## config.mk

```make
export PLATFORM = sky130hd
export DESIGN_NAME = pause_sequencer
export DESIGN_NICKNAME = d
export VERILOG_FILES = /design/src/rtl/pause_sequencer.sv
export SDC_FILE = /design/constraint.sdc
export NUM_CORES = 1
export LEC_CHECK = 0
export CORE_MARGIN = 3
export CORE_UTILIZATION = 65
export DETAILED_ROUTE_END_ITERATION = 7
export DONT_BUFFER_PORTS = 1
export PLACE_DENSITY = 0.81
export SKIP_LAST_GASP = 1
export SYNTH_ARGS = -nofsm -noshare
export SYNTH_HDL_FRONTEND = slang
export SYNTH_SLANG_ARGS = --single-unit
```

## constraint.sdc

```tcl
create_clock -name clk_sys -period 4.6 [get_ports clk_sys]
set_input_delay 0.69 -clock clk_sys [delete_from_list [all_inputs] [get_ports clk_sys]]
set_output_delay 0.69 -clock clk_sys [all_outputs]
set_load 0.01 [all_outputs]
```

## src/rtl/pause_sequencer.sv

```systemverilog
// Frame-aligned pause controller: merges requester, user-toggle and OSD pause
// sources and halts the core CPU only on vblank rising edges (or after a timeout).
module pause_sequencer #(
  parameter int unsigned NREQ       = 4,
  parameter int unsigned DIM_CYCLES = 120000000,
  parameter int unsigned VB_TIMEOUT = 1000000
) (
  input  logic            clk_sys,
  input  logic            reset_n,
  input  logic            cpu_reset,
  input  logic [NREQ-1:0] req,
  output logic [NREQ-1:0] ack,
  input  logic            user_button,
  input  logic            osd_status,
  input  logic [1:0]      options,
  input  logic            vblank,
  output logic            pause_cpu,
  output logic            dim_video
);

  localparam int unsigned TW = (VB_TIMEOUT > 1) ? $clog2(VB_TIMEOUT + 1) : 1;
  localparam int unsigned DW = (DIM_CYCLES > 1) ? $clog2(DIM_CYCLES + 1) : 1;
  localparam logic [TW-1:0] TO_LAST = TW'(VB_TIMEOUT - 1);
  localparam logic [DW-1:0] DIM_MAX = DW'(DIM_CYCLES);

  typedef enum logic [1:0] {
    S_RUN    = 2'd0,
    S_ARM    = 2'd1,
    S_PAUSED = 2'd2,
    S_RESUME = 2'd3
  } state_t;

  state_t          r_state;
  state_t          w_next;
  logic            r_vblank_q;
  logic            r_btn_q;
  logic            r_primed;
  logic            r_toggle;
  logic [TW-1:0]   r_to_cnt;
  logic [TW-1:0]   w_to_cnt_next;
  logic [DW-1:0]   r_dim_cnt;
  logic            w_vb_rise;
  logic            w_btn_rise;
  logic            w_want;
  logic            w_to_done;
  logic            w_halted;

  // r_primed masks edges until one real sample exists, so inputs held high
  // through reset do not look like rising edges on the first cycle.
  assign w_vb_rise  = vblank & ~r_vblank_q & r_primed;
  assign w_btn_rise = user_button & ~r_btn_q & r_primed;
  assign w_want     = (|req | r_toggle | (osd_status & options[0])) & ~cpu_reset;
  assign w_to_done  = (r_to_cnt == TO_LAST);
  assign w_halted   = (r_state == S_PAUSED) || (r_state == S_RESUME);

  always_ff @(posedge clk_sys or negedge reset_n) begin
    if (!reset_n) begin
      r_vblank_q <= 1'b0;
      r_btn_q    <= 1'b0;
      r_primed   <= 1'b0;
    end else begin
      r_vblank_q <= vblank;
      r_btn_q    <= user_button;
      r_primed   <= 1'b1;
    end
  end

  always_ff @(posedge clk_sys or negedge reset_n) begin
    if (!reset_n) begin
      r_toggle <= 1'b0;
    end else if (cpu_reset) begin
      r_toggle <= 1'b0;
    end else if (w_btn_rise) begin
      r_toggle <= ~r_toggle;
    end
  end

  always_ff @(posedge clk_sys or negedge reset_n) begin
    if (!reset_n) begin
      r_state  <= S_RUN;
      r_to_cnt <= '0;
    end else begin
      r_state  <= w_next;
      r_to_cnt <= w_to_cnt_next;
    end
  end

  always_comb begin
    w_next        = r_state;
    w_to_cnt_next = r_to_cnt;
    pause_cpu     = 1'b0;
    ack           = '0;
    case (r_state)
      S_RUN: begin
        w_to_cnt_next = '0;
        if (w_want) w_next = S_ARM;
      end
      S_ARM: begin
        if (!w_want) begin
          w_next = S_RUN;
        end else if (w_vb_rise || w_to_done) begin
          w_next = S_PAUSED;
        end else begin
          w_to_cnt_next = r_to_cnt + TW'(1);
        end
      end
      S_PAUSED: begin
        pause_cpu = 1'b1;
        ack       = req;
        if (!w_want) begin
          w_next        = S_RESUME;
          w_to_cnt_next = '0;
        end
      end
      S_RESUME: begin
        pause_cpu = 1'b1;
        if (w_want) begin
          w_next = S_PAUSED;
        end else if (w_vb_rise || w_to_done) begin
          w_next = S_RUN;
        end else begin
          w_to_cnt_next = r_to_cnt + TW'(1);
        end
      end
      default: w_next = S_RUN;
    endcase
  end

  always_ff @(posedge clk_sys or negedge reset_n) begin
    if (!reset_n) begin
      r_dim_cnt <= '0;
    end else if (w_halted && options[1]) begin
      if (r_dim_cnt != DIM_MAX) r_dim_cnt <= r_dim_cnt + DW'(1);
    end else begin
      r_dim_cnt <= '0;
    end
  end

  assign dim_video = (r_dim_cnt == DIM_MAX);

endmodule

```

==> metrics.txt <==
row count=24; GRT overflow=0; DR vias/cell=between 6 and 7; status=finished, final reports clean; vias in the first global route=around 2400; worst r2r src=r_to_cnt[0]; ant diodes=0; Post-CTS Setup Inserts=0; DRC violations left=0; CTS sink cnt=53; switching power=349.4 µW; Post-synth EDFFs=0; via count=around 2500; I/O Buffers=0; Fin Hold WS=between 0.06 and 0.07 ns; Synth area leader=dfrtp_1; Cells after Synth=between 300 and 400; clk buf depth=2; Setup Skew=0.005177 ns; Num CTS Buffers=5; DIE WIDTH=roughly 76 µm; Rel. slew slack=0.4007; Die Y=76.10 µm; Reg-to-Reg End=r_to_cnt[14]; H-Tree Level Count=2; Yosys cell types=56; register bit count reported by yosys=53; Final #Nets=roughly 350; yosys warns=0; switching share of power=0.3424; Reg2Reg Setup Slack=roughly 2.3 ns; most frequent cells in the layout=53 x dfrtp_1, 35 x nor2_1, 27 x nand2_1; most used flip-flop cell after synthesis=dfrtp_1; post-layout worst setup margin=2.038 ns; f_max=around 390 MHz; most common cell after layout, fill and taps aside=dfrtp_1; Async S/R FF share, synth=1.000; Register-to-Register Path Depth=6; Initial DRC Count=between 150 and 200; core outline area=about 4500 µm²; Final Cell Area=3278 µm²; RD Place Congestion=about 0.83; Worst-Margin Slew=between 0.8 and 0.9 ns; Top Ports=18; root buf cell=clkbuf_8; Slew Viols, Final=0; synthesized area=3194 µm²; initial core utilization=0.7045; Avg Cell Area, Syn=between 9 and 10 µm²; Clk pwr share=0.260; Pleak=1.197 nW; largest net degree at the start of global routing=54; CP startpoint kind=flip-flop; share of power burned in registers=0.526; initial antenna violation count=0; placed inst area=3192 µm²; top cell type's share of synthesized area=0.4152; clock-pin transition on the worst setup and hold timing paths=about 0.09 ns; highest net fanout along the worst path=6; CP endpoint kind=output port; Final Hold Viols=0; CTS tree=yes; RSZ-0062 raised after global routing=no; wire length per cell=~16 µm; Routed Antenna Nets=0; CTS Hold Bufs=0; Internal Power=around 670 µW; first-pass GRT wire length=roughly 11000 µm; final period utilization=0.5569; max-cap viol count=0; Non-Filler Instances=a little under 400; post-synthesis net count=354; met3 WL=approximately 250 µm; Die Area=between 5000 and 6000 µm²; Arr. time, crit path=about 1.9 ns; clock network latency to the later pin of the worst-skew pair=about 0.3 ns; placed cell count=between 300 and 400; CP Class=reg2out; min Tclk post-route=2.562 ns; Seq/Total Area, Yosys=0.4152; met2 wire length=between 2000 and 3000 µm; Design Power=1.020 mW; layout cell share with drive strength beyond 1=0.09309; Area Growth Syn to Fin=2.624%; Detailed Route WL=6437 µm; Worst EP required=approximately 3.9 ns; Finished Core Util=0.7230; P per Cell Area=311.3 nW/µm²; VDD IR max=between 0.0003 and 0.0004 V; combinational fraction of design power=0.214; Top Metal Used=met4; final setup vio count=0; top cells by area, synth=dfrtp_1 42%, nor2_1 4.1%, xnor2_1 3.6%; post-place setup slack=between 2 and 2.5 ns; Post-CTS Resized=0; DR pass1 iterations=4; wire length on met1=3126 µm; DP HPWL=~4600 µm; Total GRT Usage=0.2288; Hold Path Class=in2async; Setup TNS=0 ns
power by group through the flow:
| stage | combinational, mW | sequential (mW) | clock [mW] |
|---|---|---|---|
| after global routing | 0.244 | 0.542 | 0.295 |
| after detailed placement | 0.213 | 0.544 | 0 |
| after floorplan | 0.198 | 0.515 | 0 |
| after CTS | 0.215 | 0.535 | 0.271 |
| after global placement | 0.208 | 0.543 | 0 |
| final | 0.218 | 0.537 | 0.265 |
worst max-delay path by stage:
stage                   from      endpoint  slack (ns)  depth (start not counted)
3_5_place_dp          req[1]  r_to_cnt[17]        2.02                          6
6_report        r_dim_cnt[6]     dim_video        2.04                          3
3_3_place_gp          req[1]  r_to_cnt[17]        2.12                          6
5_1_grt        r_dim_cnt[13]     dim_video        1.92                          3
2_1_floorplan         req[1]   r_to_cnt[5]        2.36                          5
4_1_cts         r_dim_cnt[6]     dim_video        2.02                          3
synthesized netlist by cell type, types with 2 or more instances:
library cell / instances
clkbuf_1: 6
dfrtp_1: 53
nor3_1: 11
nor4_1: 5
nand4b_1: 2
nor2_1: 35
or4b_4: 2
or3_1: 6
and4_1: 5
a21oi_1: 14
xor2_1: 12
a31oi_1: 3
a311oi_1: 5
a21oi_2: 7
mux2i_1: 2
nand3_1: 16
nand2b_1: 4
nor2b_1: 3
xnor2_1: 13
inv_1: 11
or4_1: 11
a311o_1: 2
nor4_2: 5
o21ai_0: 2
nor4_4: 2
ha_1: 3
nand2_1: 27
o31ai_1: 10
buf_2: 6
a2111o_1: 2
o21ai_1: 5
and3_1: 11
and2_1: 6
nand4_1: 10
metal layers:
layer  vias to the layer above  global-route usage
li1                       1235                   -
met1                      1233              0.3310
met2                        62              0.3528
met3                        10             0.03783
met4                         0             0.07246
met5                         -                   0
registers in the layout, indices dropped and copies added, names as in the netlist, named ones only:
register,flops
r_vblank_q,1
r_primed,1
r_dim_cnt,27
r_btn_q,1
r_to_cnt,20
r_state,1
r_toggle,1
final cells by class:
class                      count  area (µm²)
tap                           65       81.33
multi-input combinational    260        1728
clock buffer                   7       86.33
fill                         325        1256
sequential                    53        1326
inverter                      11       41.29
timing repair buffer           2       15.01
critical path, cell delays in order (launching register included):
cell	delay, ns
dfrtp_1	0.45
nor4_1	0.35
nand4_1	0.15
nor4_2	0.61
cell families after synthesis:
family / after synthesis / share of synthesized area
XOR/XNOR: 25 / 0.06855
buffers and inverters: 26 / 0.04387
AO/OA/AOI/OAI: 60 / 0.1418
multiplexers: 2 / 0.006267
adder cells (fa/ha/maj): 3 / 0.01175
flip-flops: 53 / 0.4152
AND/OR/NAND/NOR: 169 / 0.3114
other: 1 / 0.001174
Note: power is estimated with default switching activity, not from simulation.
